--- src/rtl/reg_file_2r1w_if.sv ---
// Bus bundle for reg_file_2r1w: one write port, two read ports, clear request/busy.
interface reg_file_2r1w_if #(
  parameter int WIDTH = 16,
  parameter int DEPTH = 8
);
  localparam int ADDR_W = $clog2(DEPTH);

  logic              WrEn;
  logic [ADDR_W-1:0] WrAddr;
  logic [WIDTH-1:0]  WrData;
  logic              RdEn0;
  logic [ADDR_W-1:0] RdAddr0;
  logic [WIDTH-1:0]  RdData0;
  logic              RdValid0;
  logic              RdEn1;
  logic [ADDR_W-1:0] RdAddr1;
  logic [WIDTH-1:0]  RdData1;
  logic              RdValid1;
  logic              ClrReq;
  logic              Busy;

  modport master (
    output WrEn, WrAddr, WrData, RdEn0, RdAddr0, RdEn1, RdAddr1, ClrReq,
    input  RdData0, RdValid0, RdData1, RdValid1, Busy
  );

  modport slave (
    input  WrEn, WrAddr, WrData, RdEn0, RdAddr0, RdEn1, RdAddr1, ClrReq,
    output RdData0, RdValid0, RdData1, RdValid1, Busy
  );
endinterface

--- src/rtl/reg_file_2r1w.sv ---
// Register file with one write port, two registered write-first read ports and a
// sequenced clear-all that sweeps one entry per cycle while Busy is high.
//
// state | meaning
// IDLE  | user writes accepted, ClrReq starts a sweep
// CLEAR | entry[ptr] zeroed each cycle, user writes and ClrReq ignored
module reg_file_2r1w #(
  parameter int WIDTH = 16,
  parameter int DEPTH = 8
) (
  input logic              CLK,
  input logic              RST,
  reg_file_2r1w_if.slave   bus
);
  localparam int ADDR_W = $clog2(DEPTH);

  typedef enum logic {IDLE, CLEAR} state_e;

  state_e            state_q, state_d;
  logic [ADDR_W-1:0] ptr_q, ptr_d;
  logic [WIDTH-1:0]  mem_q [DEPTH];
  logic [WIDTH-1:0]  mem_d [DEPTH];
  logic [WIDTH-1:0]  rd_data0_q, rd_data0_d;
  logic [WIDTH-1:0]  rd_data1_q, rd_data1_d;
  logic              rd_valid0_q, rd_valid0_d;
  logic              rd_valid1_q, rd_valid1_d;

  always_comb begin
    state_d = state_q;
    ptr_d   = ptr_q;
    mem_d   = mem_q;
    case (state_q)
      IDLE: begin
        if (bus.WrEn) mem_d[bus.WrAddr] = bus.WrData;
        if (bus.ClrReq) begin
          state_d = CLEAR;
          ptr_d   = '0;
        end
      end
      CLEAR: begin
        mem_d[ptr_q] = '0;
        ptr_d        = ptr_q + ADDR_W'(1);
        if (ptr_q == ADDR_W'(DEPTH - 1)) state_d = IDLE;
      end
      default: state_d = IDLE;
    endcase
    // Reads index the post-write array, which gives write-first bypass for free.
    rd_data0_d  = bus.RdEn0 ? mem_d[bus.RdAddr0] : rd_data0_q;
    rd_data1_d  = bus.RdEn1 ? mem_d[bus.RdAddr1] : rd_data1_q;
    rd_valid0_d = bus.RdEn0;
    rd_valid1_d = bus.RdEn1;
  end

  always_ff @(posedge CLK or posedge RST) begin
    if (RST) begin
      state_q     <= IDLE;
      ptr_q       <= '0;
      for (int i = 0; i < DEPTH; i++) mem_q[i] <= '0;
      rd_data0_q  <= '0;
      rd_data1_q  <= '0;
      rd_valid0_q <= 1'b0;
      rd_valid1_q <= 1'b0;
    end else begin
      state_q     <= state_d;
      ptr_q       <= ptr_d;
      mem_q       <= mem_d;
      rd_data0_q  <= rd_data0_d;
      rd_data1_q  <= rd_data1_d;
      rd_valid0_q <= rd_valid0_d;
      rd_valid1_q <= rd_valid1_d;
    end
  end

  assign bus.RdData0  = rd_data0_q;
  assign bus.RdData1  = rd_data1_q;
  assign bus.RdValid0 = rd_valid0_q;
  assign bus.RdValid1 = rd_valid1_q;
  assign bus.Busy     = (state_q == CLEAR);
endmodule

--- src/flat_wrapper.sv ---
// flat-port wrapper written by rule: the top's interface ports become plain ports
module reg_file_2r1w_flat 
#(
  parameter int WIDTH = 16,
  parameter int DEPTH = 8
)
  (CLK, RST, bus_WrEn, bus_WrAddr, bus_WrData, bus_RdEn0, bus_RdAddr0, bus_RdEn1, bus_RdAddr1, bus_ClrReq, bus_RdData0, bus_RdValid0, bus_RdData1, bus_RdValid1, bus_Busy);
  reg_file_2r1w_if #(.WIDTH(WIDTH), .DEPTH(DEPTH)) bus_i ();
  input logic CLK;
  input logic RST;
  input wire logic [$bits(bus_i.WrEn)-1:0] bus_WrEn;
  input wire logic [$bits(bus_i.WrAddr)-1:0] bus_WrAddr;
  input wire logic [$bits(bus_i.WrData)-1:0] bus_WrData;
  input wire logic [$bits(bus_i.RdEn0)-1:0] bus_RdEn0;
  input wire logic [$bits(bus_i.RdAddr0)-1:0] bus_RdAddr0;
  input wire logic [$bits(bus_i.RdEn1)-1:0] bus_RdEn1;
  input wire logic [$bits(bus_i.RdAddr1)-1:0] bus_RdAddr1;
  input wire logic [$bits(bus_i.ClrReq)-1:0] bus_ClrReq;
  output wire logic [$bits(bus_i.RdData0)-1:0] bus_RdData0;
  output wire logic [$bits(bus_i.RdValid0)-1:0] bus_RdValid0;
  output wire logic [$bits(bus_i.RdData1)-1:0] bus_RdData1;
  output wire logic [$bits(bus_i.RdValid1)-1:0] bus_RdValid1;
  output wire logic [$bits(bus_i.Busy)-1:0] bus_Busy;
  assign bus_i.WrEn = bus_WrEn;
  assign bus_i.WrAddr = bus_WrAddr;
  assign bus_i.WrData = bus_WrData;
  assign bus_i.RdEn0 = bus_RdEn0;
  assign bus_i.RdAddr0 = bus_RdAddr0;
  assign bus_i.RdEn1 = bus_RdEn1;
  assign bus_i.RdAddr1 = bus_RdAddr1;
  assign bus_i.ClrReq = bus_ClrReq;
  assign bus_RdData0 = bus_i.RdData0;
  assign bus_RdValid0 = bus_i.RdValid0;
  assign bus_RdData1 = bus_i.RdData1;
  assign bus_RdValid1 = bus_i.RdValid1;
  assign bus_Busy = bus_i.Busy;
  reg_file_2r1w #(.WIDTH(WIDTH), .DEPTH(DEPTH)) u_core (.CLK(CLK), .RST(RST), .bus(bus_i));
endmodule
--- config.mk ---
export PLATFORM = sky130hd
export DESIGN_NAME = reg_file_2r1w_flat
export DESIGN_NICKNAME = d
export VERILOG_FILES = /design/src/rtl/reg_file_2r1w_if.sv /design/src/rtl/reg_file_2r1w.sv /design/src/flat_wrapper.sv
export SDC_FILE = /design/constraint.sdc
export NUM_CORES = 1
export LEC_CHECK = 0
export CORE_MARGIN = 3
export CORE_UTILIZATION = 65
export CTS_BUF_LIST = sky130_fd_sc_hd__clkbuf_4 sky130_fd_sc_hd__clkbuf_8
export CTS_CLUSTER_DIAMETER = 200
export DETAILED_ROUTE_END_ITERATION = 12
export PLACE_DENSITY = 0.87
export SLEW_MARGIN = 20
export SYNTH_ARGS = -nofsm -noshare
export SYNTH_HDL_FRONTEND = slang
export SYNTH_SLANG_ARGS = --single-unit
--- constraint.sdc ---
create_clock -name CLK -period 10.6 [get_ports CLK]
set_input_delay 1.06 -clock CLK [delete_from_list [all_inputs] [get_ports CLK]]
set_output_delay 1.06 -clock CLK [all_outputs]
set_load 0.05 [all_outputs]
==> results.md, run 1 <==
* Status: completed
* Worst-path clk slew at 0.09 ns
* Post-synth ARST share at 100%
* Mapped Area at 0.00993 mm2
* First-pass GRT wire length at 48700 um
* Ys flop type: dfrtp_1
* Setup Buffers After CTS at 0
* Synthesized area per cell at 9.94 um2
* Vias in the first global route at 8579
* CTS H-Tree Depth at 4
* Setup_tns at 0 ns
* Via Count at 9173
* Row count at 44
* Worst Path Arrival at 4.20 ns
* Gp weighted congestion at 0.991
* Reg2Reg Setup Slack at 7.05 ns
* LEAKAGE at 0.00434 uW
* Die width at 130 um
* # clock sinks at 166
* Sequential-to-total area share from yosys stat at 41.8%
* CP Launch Type: input pin
* Minimum clock period at 3.84 ns
* Number of synthesized flops with an enable pin at 0
* Die Ht at 130 um
* Crit Path Category: input pin to flop
* Post-DP HPWL at 19700 um
* DRC at 0
* Clock Path Buffers at 2
* MaxCap Viol Count at 0
* Period Utilization, post-route at 36.2%
* Most common cell on crit path: o21ai_0
* Layout Skew at 0.0176 ns
* VDD IR max at 0.000318 V
* Fill cells at 1076
* Synth Warn # at 0
* Yosys cell types at 72
* Critical Path RT at 10.96 ns
* Area grow syn2layout at 9.32%
* Initial antenna violation count at 0
* Most frequent cells in the layout: 165 x dfrtp_1, 135 x mux2i_1, 95 x nand2_1, 70 x o21ai_0, 65 x clkdlybuf4s50_1
* Placed insts at 1168
* CP max stage delay at 0.88 ns
* Synth Instances at 999
* Commonest non-fill, non-tap cell in the layout: dfrtp_1
* CP max FO at 19
* Synth Net Count at 1032
* Final #Nets at 1036
* First-pass DRT Iterations at 6
* Max Slew Vio Count at 0
* Max Clock Freq at 260 MHz
* Root Buffer: clkbuf_8
* Cell family with most CP delay: buffers and inverters
* PostCTS Resize Cnt at 0
* CTS tree: yes
* Num CTS Buffers at 17
* CP max stage cell: clkdlybuf4s50_1
* Post-route insts no fill at 1200
* Pwr dens at 251 mW/mm2
* Setup violators final at 0
* Core footprint at 0.0148 mm2
* Crit. End Element: flop
* Die area at 0.0168 mm2
* IO Port Bufs at 65
* Slew @ Worst Pin at 1.19 ns
* DR WL/cell at 26.6 um
* Final hold vios at 0
* Vias per cell at 7.64
* Total gr overflow at 0
* Synthesized flop and latch total at 166
* RSZ-0062 raised after global routing: false
* CP Cell Sequence: clkdlybuf4s50_1 > clkinv_1 > nor2_1 > o21ai_0 > a31oi_1 > o21ai_0 > o221a_1
* Slew HR at 21.0%
* ANT cells at 0
* Hold_buf cts at 0
* Post-route ant nets at 0
* Final WL at 31900 um
* Clk_lat worst skew at 0.48 ns
* Initial Utilization at 67.3%
* I/O pin count at 66
* Initial DRC Count at 1621
* Pin count of the biggest net entering global routing at 89
* Worst min path class: flop to flop
* GR Util All Layers at 38.2%
* Layout cells sized above 1 at 8.66%
* Worst path bufs/invs at 2
area by class of cell:
| class | count | area [um2] | area share [%] |
|---|---|---|---|
| multi-input combinational | 719 | 5180 | 47.7 |
| sequential | 166 | 4160 | 38.3 |
| timing repair buffer | 84 | 793 | 7.31 |
| clock buffer | 25 | 319 | 2.94 |
| tap | 184 | 230 | 2.12 |
| clock inverter | 7 | 116 | 1.07 |
| inverter | 15 | 61.3 | 0.565 |
through the flow:
step | setup slack (ns) | hold slack (ns) | cell area (um2) | total power, uW | util, %
5_1_grt | 6.79 | 0.550 | 10900 | 2840 | 73.6
3_3_place_gp | 6.53 | 0.489 | 10400 | 2140 | 70.6
2_1_floorplan | 5.05 | 0.472 | 9930 | 1840 | -
6_report | 6.76 | 0.518 | 10900 | 2730 | 73.6
4_1_cts | 6.97 | 0.518 | 10900 | 2670 | 73.5
3_5_place_dp | 6.45 | 0.496 | 10400 | 2180 | 70.6
cells by family after synthesis:
| logic type | after synthesis | synth area share [%] |
|---|---|---|
| flops | 166 | 41.8 |
| simple gates | 198 | 9.45 |
| mux | 138 | 13.9 |
| fa+ha+maj | 2 | 0.252 |
| xor+xnor | 2 | 0.176 |
| compound gates | 379 | 28.0 |
| buf+inv | 114 | 6.30 |
power breakdown:
group / internal [uW] / leakage, uW / switching (uW)
Sequential: 852 / 0.00221 / 222
Clock: 269 / 0.000224 / 232
Combinational: 378 / 0.00190 / 774
Yosys cell counts (9+ instances only):
| library cell | instances | share of area, % |
|---|---|---|
| a21oi_1 | 37 | 1.9 |
| inv_1 | 13 | 0.49 |
| clkbuf_1 | 38 | 1.4 |
| nor4_1 | 10 | 0.63 |
| o21ai_0 | 70 | 3.5 |
| mux2i_1 | 135 | 14 |
| o2bb2ai_1 | 60 | 5.3 |
| a22o_1 | 10 | 0.88 |
| a22oi_1 | 13 | 0.98 |
| nand3_1 | 12 | 0.60 |
| nor2_1 | 42 | 1.6 |
| dfrtp_1 | 166 | 42 |
| buf_6 | 12 | 1.4 |
| buf_2 | 34 | 1.7 |
| a32o_1 | 9 | 0.91 |
| a221oi_1 | 16 | 1.4 |
| o2bb2ai_2 | 9 | 1.4 |
| o22ai_1 | 50 | 3.2 |
| nand2_1 | 95 | 3.6 |
| o211ai_1 | 10 | 0.76 |
| a211o_1 | 10 | 0.88 |
| a31oi_1 | 23 | 1.4 |
worst paths after layout:
check,startpoint,endpoint,cells past startpoint
worst max-delay path,bus_RdEn0,u_core.bus.RdData0[14],7
worst min-delay path,u_core.mem_q[112],u_core.mem_q[112],2
worst max register to register,u_core.bus.Busy,u_core.bus.RdData1[13],7
worst min register to register,u_core.mem_q[112],u_core.mem_q[112],2
max in group asynchronous,RST,u_core.mem_q[50],3
min in group asynchronous,RST,u_core.mem_q[83],2
layer usage:
metal,GRT usage [%],routed length (um),vias to the layer above
met1,52.1,12200,4403
met3,13.8,4350,150
met5,0,0,-
li1,-,-,3831
met2,54.5,13900,789
met4,17.9,1410,0
flip-flops by register name, summed over array words and instances, names as in the netlist:
name,cells
u_core.bus.RdValid1,1
u_core.mem_q,128
u_core.bus.Busy,1
u_core.ptr_q,3
u_core.bus.RdData0,16
u_core.bus.RdData1,16
u_core.bus.RdValid0,1
worst min-delay path: cells and delay by family (launching register included):
family | cells | cell delay, ns
compound gates | 1 | 0.08
flops | 1 | 0.35
simple gates | 1 | 0.06
Note: power is estimated with default switching activity, not from simulation.
==> run 2, diff against run 1 <==
Settings changed: CORE_UTILIZATION 65 to 56, PLACE_DENSITY 0.87 to 0.79.
Clock period 10.6 ns to 3.2 ns, I/O delays scaled along.
==> run 2 against run 1 <==
Global-route usage fell by 3.4 points. Non-clock buffer count rose by 43. Sequential power rose to 3.3 times the previous value. Critical path depth fell by 5. First-iteration DRC count fell by 22%. Clock power rose to 3.0 times the previous value. Clock skew fell by 0.0040 ns. Via count rose by 0.81%. Clock-buffer cell count fell by 6. Sequential share of layout area fell by 1.4 points. Critical path type is now flop to output port.
==> results.md, run 2 (synthesized netlist as in run 1, its figures left out) <==
* Root Buffer: clkbuf_8
* Slew @ Worst Pin at 1.07 ns
* Commonest non-fill, non-tap cell in the layout: dfrtp_1
* Fill cells at 1411
* I/O pin count at 66
* Crit. End Element: output port
* Initial DRC Count at 1271
* Die Ht at 139 um
* CP max FO at 61
* Core footprint at 0.0174 mm2
* Final hold vios at 0
* Pin count of the biggest net entering global routing at 65
* Pint at 4890 uW
* Status: completed
* Flop pwr share at 38.5%
* Die width at 139 um
* Layout Skew at 0.0136 ns
* Initial antenna violation count at 0
* IO Port Bufs at 65
* Top reg by flops: u_core.mem_q
* Setup violators final at 0
* # clock sinks at 166
* Setup WS post-layout at 0.258 ns
* Clock share of power at 16.5%
* Row count at 48
* First-pass GRT wire length at 52500 um
* Tot Pwr at 9090 uW
* RSZ-0062 raised after global routing: false
* Combinational power share at 45.0%
* LEAKAGE at 0.00454 uW
* Post-route ant nets at 0
* Die area at 0.0194 mm2
* Number of flip-flops in the largest register at 128
* Hold_buf cts at 0
* Max Clock Freq at 340 MHz
* Most frequent cells in the layout: 165 x dfrtp_1, 135 x mux2i_1, 95 x nand2_1, 70 x o21ai_0, 65 x clkdlybuf4s50_1
* DP Worst Slack at 0.283 ns
* Final #Nets at 1079
* GR Util All Layers at 34.8%
* First-pass DRT Iterations at 8
* Reg2Reg Setup Slack at 0.58 ns
* Minimum clock period at 2.94 ns
* Post-route design area at 0.0113 mm2
* CTS H-Tree Depth at 4
* Finished Core Util at 64.9%
* P_sw at 4200 uW
* Period Utilization, post-route at 91.9%
* Final WL at 34100 um
* Crit Path Category: flop to output port
* Layout cells sized above 1 at 12.2%
* Pwr dens at 808 mW/mm2
* VDD IR max at 0.000425 V
* Worst-path clk slew at 0.09 ns
* Clock Path Buffers at 2
* DRC at 0
* Multi-input gate area at 0.00517 mm2
* MaxCap Viol Count at 0
* Area grow syn2layout at 13.4%
* Worst min path class: input pin to asynchronous set/reset pin
* Initial Utilization at 57.2%
* Via Count at 9247
* Setup_tns at 0 ns
* Slew HR at 28.4%
* Critical Path RT at 2.88 ns
* Switch share at 46.2%
* DR WL/cell at 26.5 um
* Vias in the first global route at 9040
* Max Slew Vio Count at 0
* Num CTS Buffers at 17
* Total gr overflow at 0
* Clk_lat worst skew at 0.47 ns
* Post-DP HPWL at 22700 um
* CP Launch Type: flop
* Storage cell area at 0.00416 mm2
* Worst Path Arrival at 2.62 ns
* Area after DPL at 0.0109 mm2
* Vias per cell at 7.20
* Gp weighted congestion at 0.984
* CTS tree: yes
[run 2: timing repair]
action                                  4_1_cts  5_1_grt
resized for setup                             0        1
setup buffers                                 0        0
endpoints found under the setup margin        0        1
[run 2: path summary, 6_finish.rpt]
kind | startpoint | endpoint | depth (start not counted)
hold reg to reg | u_core.bus.RdData0[5] | u_core.bus.RdData0[5] | 1
hold / removal | RST | u_core.mem_q[27] | 2
setup reg to reg | u_core.bus.Busy | u_core.bus.RdData0[3] | 7
min in group CLK | bus_ClrReq | u_core.ptr_q[2] | 2
setup / recovery | u_core.bus.Busy | bus_Busy | 2
max in group asynchronous | RST | u_core.mem_q[111] | 3
[run 2: area by class of cell]
class	count	share of cell area, %
Multi-Input combinational cell	719	46.0
Tap cell	225	2.50
Timing Repair Buffer	127	10.6
Clock inverter	13	1.10
Sequential cell	166	36.9
Inverter	15	0.534
Antenna cell	1	0.0222
Clock buffer	19	2.32
[run 2: through the flow]
| stage | hold WS (ns) | std cells |
|---|---|---|
| global route | 0.298 | 1284 |
| floorplan | 0.351 | 999 |
| finish | 0.270 | 1285 |
| CTS | 0.285 | 1284 |
| global placement | 0.491 | 1252 |
| detailed placement | 0.493 | 1252 |
[run 2: metal layers]
metal / up-vias / GRT usage, % / part of all wire [%]
met5: - / 0 / 0
met3: 167 / 8.10 / 11
met2: 770 / 54.1 / 45
met1: 4380 / 45.4 / 38
li1: 3930 / - / -
met4: 0 / 18.9 / 5.3
[run 2: worst max-delay path: stages (launching register included)]
cell	delay, ns
dfrtp_4	0.75
buf_6	0.50
clkdlybuf4s50_1	0.90
[run 2: power groups by stage]
| stage | sequential (uW) | combinational, uW | clock, uW |
|---|---|---|---|
| 4_1_cts | 3460 | 3990 | 1510 |
| 3_5_place_dp | 3490 | 3970 | 0 |
| 2_1_floorplan | 3590 | 2510 | 0 |
| 3_3_place_gp | 3460 | 3860 | 0 |
| 5_1_grt | 3580 | 4350 | 1600 |
| 6_report | 3500 | 4090 | 1500 |
==> run 3, diff against run 2 <==
Settings changed: CAP_MARGIN set to 25, PLACE_DENSITY 0.79 to 0.87.
==> run 3 against run 2 <==
Critical path depth is 5 higher. Clock power up 8%. Global-route usage decreased by 1.7 points. Die area did not move. Routed wire length fell by 3.5%. Maximum frequency is 3.6% higher. Design area decreased by 0.23%. Hold slack improved by 0.027 ns. Clock-buffer cell count down 1. Critical path type is now flop to flop. Largest power group unchanged.
==> results.md, run 3 (synthesized netlist as in run 1, its figures left out) <==
* Clk_lat worst skew at 0.48 ns
* Layout Skew at 0.0164 ns
* Status: completed
* Max Clock Freq at 352 MHz
* Worst min path class: input pin to asynchronous set/reset pin
* Final WL at 32900 um
* Minimum clock period at 2.84 ns
* Slew HR at 43.8%
* Worst-path clk slew at 0.09 ns
* Setup violators final at 0
* Die area at 0.0194 mm2
* Gp weighted congestion at 0.970
* Pin count of the biggest net entering global routing at 62
* CP Launch Type: flop
* First-pass DRT Iterations at 8
* DRC at 0
* Max Slew Vio Count at 0
* CP max FO at 12
* Commonest non-fill, non-tap cell in the layout: dfrtp_1
* Initial DRC Count at 1477
* Total gr overflow at 0
* ANT cells at 0
* Initial Utilization at 57.2%
* First-pass GRT wire length at 50400 um
* CTS tree: yes
* Finished Core Util at 64.7%
* Initial antenna violation count at 2
* Post-route ant nets at 0
* R2R cell count at 7
* # clock sinks at 166
* Area grow syn2layout at 13.1%
* Period Utilization, post-route at 88.8%
* Vias in the first global route at 8920
* Setup Buffers After CTS at 0
* Slew @ Worst Pin at 0.822 ns
* DR WL/cell at 25.6 um
* Crit Path Category: flop to flop
* Core footprint at 0.0174 mm2
* Number of flip-flops in the largest register at 128
* Tot Pwr at 9080 uW
* Root Buffer: clkbuf_8
* Via Count at 9267
* Placed insts at 1249
* Final hold vios at 0
* Hold_buf cts at 0
* Critical Path RT at 3.51 ns
* CTS H-Tree Depth at 4
* Num CTS Buffers at 17
* Setup_tns at 0 ns
* RSZ-0062 raised after global routing: false
* I/O pin count at 66
* VDD IR max at 0.000521 V
* Layout cells sized above 1 at 12.0%
* LEAKAGE at 0.00454 uW
* MaxCap Viol Count at 0
* Final #Nets at 1077
* Vias per cell at 7.23
* Pwr dens at 809 mW/mm2
* Die Ht at 139 um
* Top reg by flops: u_core.mem_q
* Post-route insts no fill at 1282
* Crit. End Element: flop
* PostCTS Resize Cnt at 0
* Die width at 139 um
* Most frequent cells in the layout: 165 x dfrtp_1, 135 x mux2i_1, 95 x nand2_1, 70 x o21ai_0, 65 x clkdlybuf4s50_1
* GR Util All Layers at 33.1%
* Worst Path Arrival at 3.15 ns
* Clock Path Buffers at 2
* Row count at 48
* Post-DP HPWL at 22000 um
* IO Port Bufs at 65
[run 3: layout make-up]
| cell class | instances | area (um2) |
|---|---|---|
| multi-input cells | 719 | 5160 |
| clock inverters | 14 | 175 |
| fillers | 1397 | 6130 |
| inverters | 15 | 60.1 |
| clock buffers | 18 | 241 |
| well taps | 225 | 282 |
| flip-flops and latches | 166 | 4160 |
| repair buffers | 125 | 1150 |
[run 3: worst paths after layout]
path | slack, ns | endpoint | startpoint
max in group asynchronous | 2.11 | u_core.mem_q[110] | RST
hold reg to reg | 0.53 | u_core.bus.RdData1[0] | u_core.bus.RdData1[0]
setup / recovery | 0.36 | u_core.bus.RdData1[3] | u_core.ptr_q[0]
min in group CLK | 0.46 | u_core.ptr_q[2] | bus_ClrReq
setup reg to reg | 0.36 | u_core.bus.RdData1[3] | u_core.ptr_q[0]
hold / removal | 0.30 | u_core.mem_q[57] | RST
[run 3: report_power, final]
part           internal [uW]  switching (uW)  total (uW)  leakage (uW)
clock                    789             836        1620      0.000215
sequential              2820             662        3490       0.00221
combinational           1370            2600        3970       0.00211
[run 3: critical path: stages, from the launching register on]
cell and delay, ns:
dfrtp_1 0.55, or3b_1 0.48, and2_1 0.39, buf_4 0.29
nand2_1 0.07, o21ai_1 0.07, a2111oi_0 0.74, a211oi_1 0.08
[run 3: per-stage QoR]
stage / hold WS [ns] / setup slack (ns) / cell area [um2]
2_1_floorplan: 0.351 / 0.767 / 9930
6_report: 0.298 / 0.360 / 11200
3_5_place_dp: 0.503 / 0.321 / 10800
5_1_grt: 0.334 / 0.289 / 11200
4_1_cts: 0.307 / 0.453 / 11200
3_3_place_gp: 0.494 / 0.319 / 10800
[run 3: metal layers]
metal	vias to the layer above	track usage (%)	wire [um]	share of wire, %
met5	-	0	18	0.055
met4	4	19.1	2200	6.7
met3	187	7.28	3820	12
met2	784	50.2	14700	45
met1	4382	43.9	12100	37
li1	3910	-	-	-
==> RTL edit 1 (config.mk and constraints of run 2) <==
Make the reset (`RST`) synchronous in one clocked block.
--- a/src/rtl/reg_file_2r1w.sv
+++ b/src/rtl/reg_file_2r1w.sv
@@ -51,7 +51,7 @@
     rd_valid1_d = bus.RdEn1;
   end
 
-  always_ff @(posedge CLK or posedge RST) begin
+  always_ff @(posedge CLK) begin
     if (RST) begin
       state_q     <= IDLE;
       ptr_q       <= '0;
Formal check against the unedited RTL: differs if RST is asserted again (counterexample within 4 cycles, from zero or initial values and one cycle with RST high); with RST held inactive, the same outputs for 4 cycles.
==> RTL edit 1 against run 2 <==
- design area rose by 7.6%
- first-iteration DRC count rose by 68%
- worst setup slack gained 0.11 ns
- synthesized area up 9.1%
- cell count rose by 27%
- worst hold slack gained 0.16 ns
- clock skew hardly changed
- sequential cell count unchanged
- count of clock-buffer cells in the layout unchanged
- register-to-register slack lost 0.21 ns
- routed wire length rose by 8.4%
Power is not compared: it rests on default switching activity, and its combinational part moved more than twofold at a synthesized area within 25%.
==> RTL edit 1: results <==
group,metric,value,unit
final_layout,n_antenna_cell,0,
final_layout,comb.multi_input.count,1048,
final_layout,nNonClkBuffers,121,
worst_setup_path,crit_family,"compound AO/OA/AOI/OAI gates",
detailed_routing,vias,11400,
global_route,grtUsageMet3,7.65,%
detailed_routing,route.met2.wl,15200,µm
worst_setup_path,cp_slowest_cell,"or3b_2",
final_layout,nFillCells,1597,
detailed_routing,drtIter0Drc,2133,
placement,place_worst_setup_slack,0.186,ns
final_layout,seq_share,27.5,%
detailed_routing,routed-wl-met3,5120,µm
worst_setup_path,r2r_start,"u_core.ptr_q[1]$_SDFFE_PP0P_",
global_route,track_usage,33.2,%
timing,holdWs,0.430,ns
global_route,grt_pass1_wl,56800,µm
detailed_routing,via_per_inst,6.99,
timing,fin_skew,0.0132,ns
timing,worstMarginPinSlew,0.951,ns
final_layout,multi_input_area,6880,µm²
final_layout,drive_above_1_share,8.50,%
final_layout,clkCellAreaFrac,3.34,%
yosys,yosys-top-cells-area,"dfxtp_1, mux2i_1, nor2_1, nor2b_1, a21oi_1",
yosys,synth_compound_area_share,29.8,%
worst_hold_path,min-delay-path-class,"primary input to register",
detailed_routing,wl_met1,15500,µm
die,die_area,21100,µm²
worst_setup_path,r2r-end,"u_core.bus.RdData1[3]$_SDFFE_PP0P_",
yosys,synth-xor-area-share,0.0808,%
final_layout,seq_cell_count,166,
yosys,synthAdderAreaFrac,0.231,%
outcome,outcome,"completed",
yosys,yosysSeqAreaShare,30.7,%
worst_setup_path,cp_max_fo,11,
final_layout,inverters,9,
yosys,postSynth.asyncResetShare,0,%
global_route,grt_pass1_vias,10100,
yosys,synthDistinctLibCells,74,
## RTL edit 1: worst max-delay path by stage
stage	startpoint	end	slack (ns)	depth (start not counted)
floorplan	u_core.bus.Busy$_SDFF_PP0_	u_core.bus.RdData1[10]$_SDFFE_PP0P_	0.77	9
global placement	bus_WrAddr[1]	u_core.bus.RdData0[6]$_SDFFE_PP0P_	0.26	8
detailed placement	bus_WrAddr[1]	u_core.bus.RdData1[4]$_SDFFE_PP0P_	0.19	7
CTS	u_core.ptr_q[1]$_SDFFE_PP0P_	u_core.bus.RdData1[4]$_SDFFE_PP0P_	0.47	5
global route	u_core.ptr_q[1]$_SDFFE_PP0P_	u_core.bus.RdData1[3]$_SDFFE_PP0P_	0.29	6
finish	u_core.ptr_q[1]$_SDFFE_PP0P_	u_core.bus.RdData1[3]$_SDFFE_PP0P_	0.37	6
==> RTL edit 2 (flow settings as in run 2) <==
Made on the original files. `WIDTH` is set to 16 in 3 places; all go to 14.
--- a/src/rtl/reg_file_2r1w_if.sv
+++ b/src/rtl/reg_file_2r1w_if.sv
@@ -1,6 +1,6 @@
 // Bus bundle for reg_file_2r1w: one write port, two read ports, clear request/busy.
 interface reg_file_2r1w_if #(
-  parameter int WIDTH = 16,
+  parameter int WIDTH = 14,
   parameter int DEPTH = 8
 );
   localparam int ADDR_W = $clog2(DEPTH);
--- a/src/rtl/reg_file_2r1w.sv
+++ b/src/rtl/reg_file_2r1w.sv
@@ -5,7 +5,7 @@
 // IDLE  | user writes accepted, ClrReq starts a sweep
 // CLEAR | entry[ptr] zeroed each cycle, user writes and ClrReq ignored
 module reg_file_2r1w #(
-  parameter int WIDTH = 16,
+  parameter int WIDTH = 14,
   parameter int DEPTH = 8
 ) (
   input logic              CLK,
--- a/src/flat_wrapper.sv
+++ b/src/flat_wrapper.sv
@@ -1,7 +1,7 @@
 // flat-port wrapper written by rule: the top's interface ports become plain ports
 module reg_file_2r1w_flat 
 #(
-  parameter int WIDTH = 16,
+  parameter int WIDTH = 14,
   parameter int DEPTH = 8
 )
   (CLK, RST, bus_WrEn, bus_WrAddr, bus_WrData, bus_RdEn0, bus_RdAddr0, bus_RdEn1, bus_RdAddr1, bus_ClrReq, bus_RdData0, bus_RdValid0, bus_RdData1, bus_RdValid1, bus_Busy);
Ports: changed (resized bus_RdData0, bus_RdData1 and bus_WrData); port bits go from 66 to 60. No check against the original RTL was run, so the function may have changed too.
==> RTL edit 2 against run 2 <==
- total power decreased by 12%
- sequential share of layout area decreased by 1.5 points
- design area decreased by 8.4%
- routed wire length decreased by 15%
- worst setup slack improved by 0.28 ns
- cell count decreased by 7.5%
- synthesized area decreased by 8.0%
- synthesized cell count decreased by 7.2%
- sequential cell count decreased by 20
==> RTL edit 2: results <==
group,metric,value,unit
outcome,outcome,"completed",
placement,post-dp-hpwl,19900,µm
detailed_routing,routed_wirelength,28900,µm
worst_setup_path,critPathArrivalTime,3.02,ns
worst_setup_path,critPathMaxStageDelay,0.67,ns
placement,numPortBuffers,59,
worst_setup_path,crit_path_start_kind,"register",
clock_tree,clk_transition_reported_paths,0.09,ns
worst_setup_path,critPathCapture,"u_core.bus.RdData0[5]$_DFFE_PP0P_",
placement,place_worst_setup_slack,0.208,ns
final_layout,drive_above_1_share,13.9,%
pwr,p_leak,4.27,nW
timing,holdWs,0.397,ns
yosys,yosysSeqAreaShare,40.0,%
pwr,ir_drop,0.454,mV
yosys,synth_commonest_cells,"dfrtp_1, nand2_1, mux2i_1",
pwr,pg_seq,3.03,mW
detailed_routing,via_per_inst,6.93,
global_route,grt_max_degree,147,
timing,setup_ws,0.542,ns
global_route,grt_pass1_wl,45500,µm
yosys,synthDistinctLibCells,73,
detailed_routing,dr.pass1.iters,6,
global_route,track_usage,32.8,%
pwr,p_seq_share,37.8,%
global_route,antenna_found_initial,0,
placement,gp_congestion,0.915,
placement,dp.cells,1156,
detailed_routing,drtIter0Drc,984,
yosys,synth-xor-area-share,0,%
worst_setup_path,r2r-end,"u_core.bus.RdData0[5]$_DFFE_PP0P_",
job,max_cap_violations,0,
clock_tree,htreeDepth,4,
yosys,synth.net_count,958,
pwr,p_sw_share,45.5,%
yosys,synthAdderAreaFrac,0.274,%
detailed_routing,wire_per_inst,24.4,µm
final_layout,largest_reg_flops,112,
placement,dpl_cell_area,9930,µm²
timing,fin_skew,0.0135,ns
timing,max-slew-margin-rel,32.4,%
yosys,synth.avg_cell_area,9.85,µm²
yosys,yosys-top-cells-area,"dfrtp_1, mux2i_1, o2bb2ai_1, nand2_1, o21ai_0",
final_layout,n_antenna_cell,0,
final_layout,nNetsFinal,990,
yosys,synth_compound_area_share,26.0,%
pwr,p_clk_share,17.9,%
worst_setup_path,cp_slowest_cell,"nor3b_2",
worst_setup_path,r2r_start,"u_core.ptr_q[0]$_DFFE_PP0P_",
global_route,grt_pass1_vias,8057,
yosys,synth_mux_area_share,14.2,%
worst_setup_path,crit_family,"simple AND/OR/NAND/NOR gates",
worst_setup_path,cp_max_fo,13,
clock_tree,cts_root_buffer,"clkbuf_8",
RTL edit 2: cell types whose count changed after synthesis, moves of 9 or more:
cell       before  now
nand2b_1        5   15
nand2_1        95  117
a22oi_1        13    2
mux2i_1       135  109
a2111oi_2       0   12
o2bb2ai_2       9    0
nor4_1         10    0
a31oi_1        23    8
a21oi_1        37   10
dfrtp_1       166  146
RTL edit 2: final cells by class:
class | instances | area [µm²]
Tap cell | 216 | 270
Sequential cell | 146 | 3660
Clock inverter | 11 | 109
Inverter | 9 | 37.5
Timing Repair Buffer | 107 | 1030
Clock buffer | 21 | 270
Fill cell | 1302 | 5630
Multi-Input combinational cell | 678 | 4940
RTL edit 2: metal layers:
layer	wire (µm)	vias to the layer above	global-route usage, %
met1	11400	3995	43.0
met5	0	-	0
met2	13500	517	51.9
met3	2430	126	5.89
met4	1640	0	17.5
li1	-	3600	-
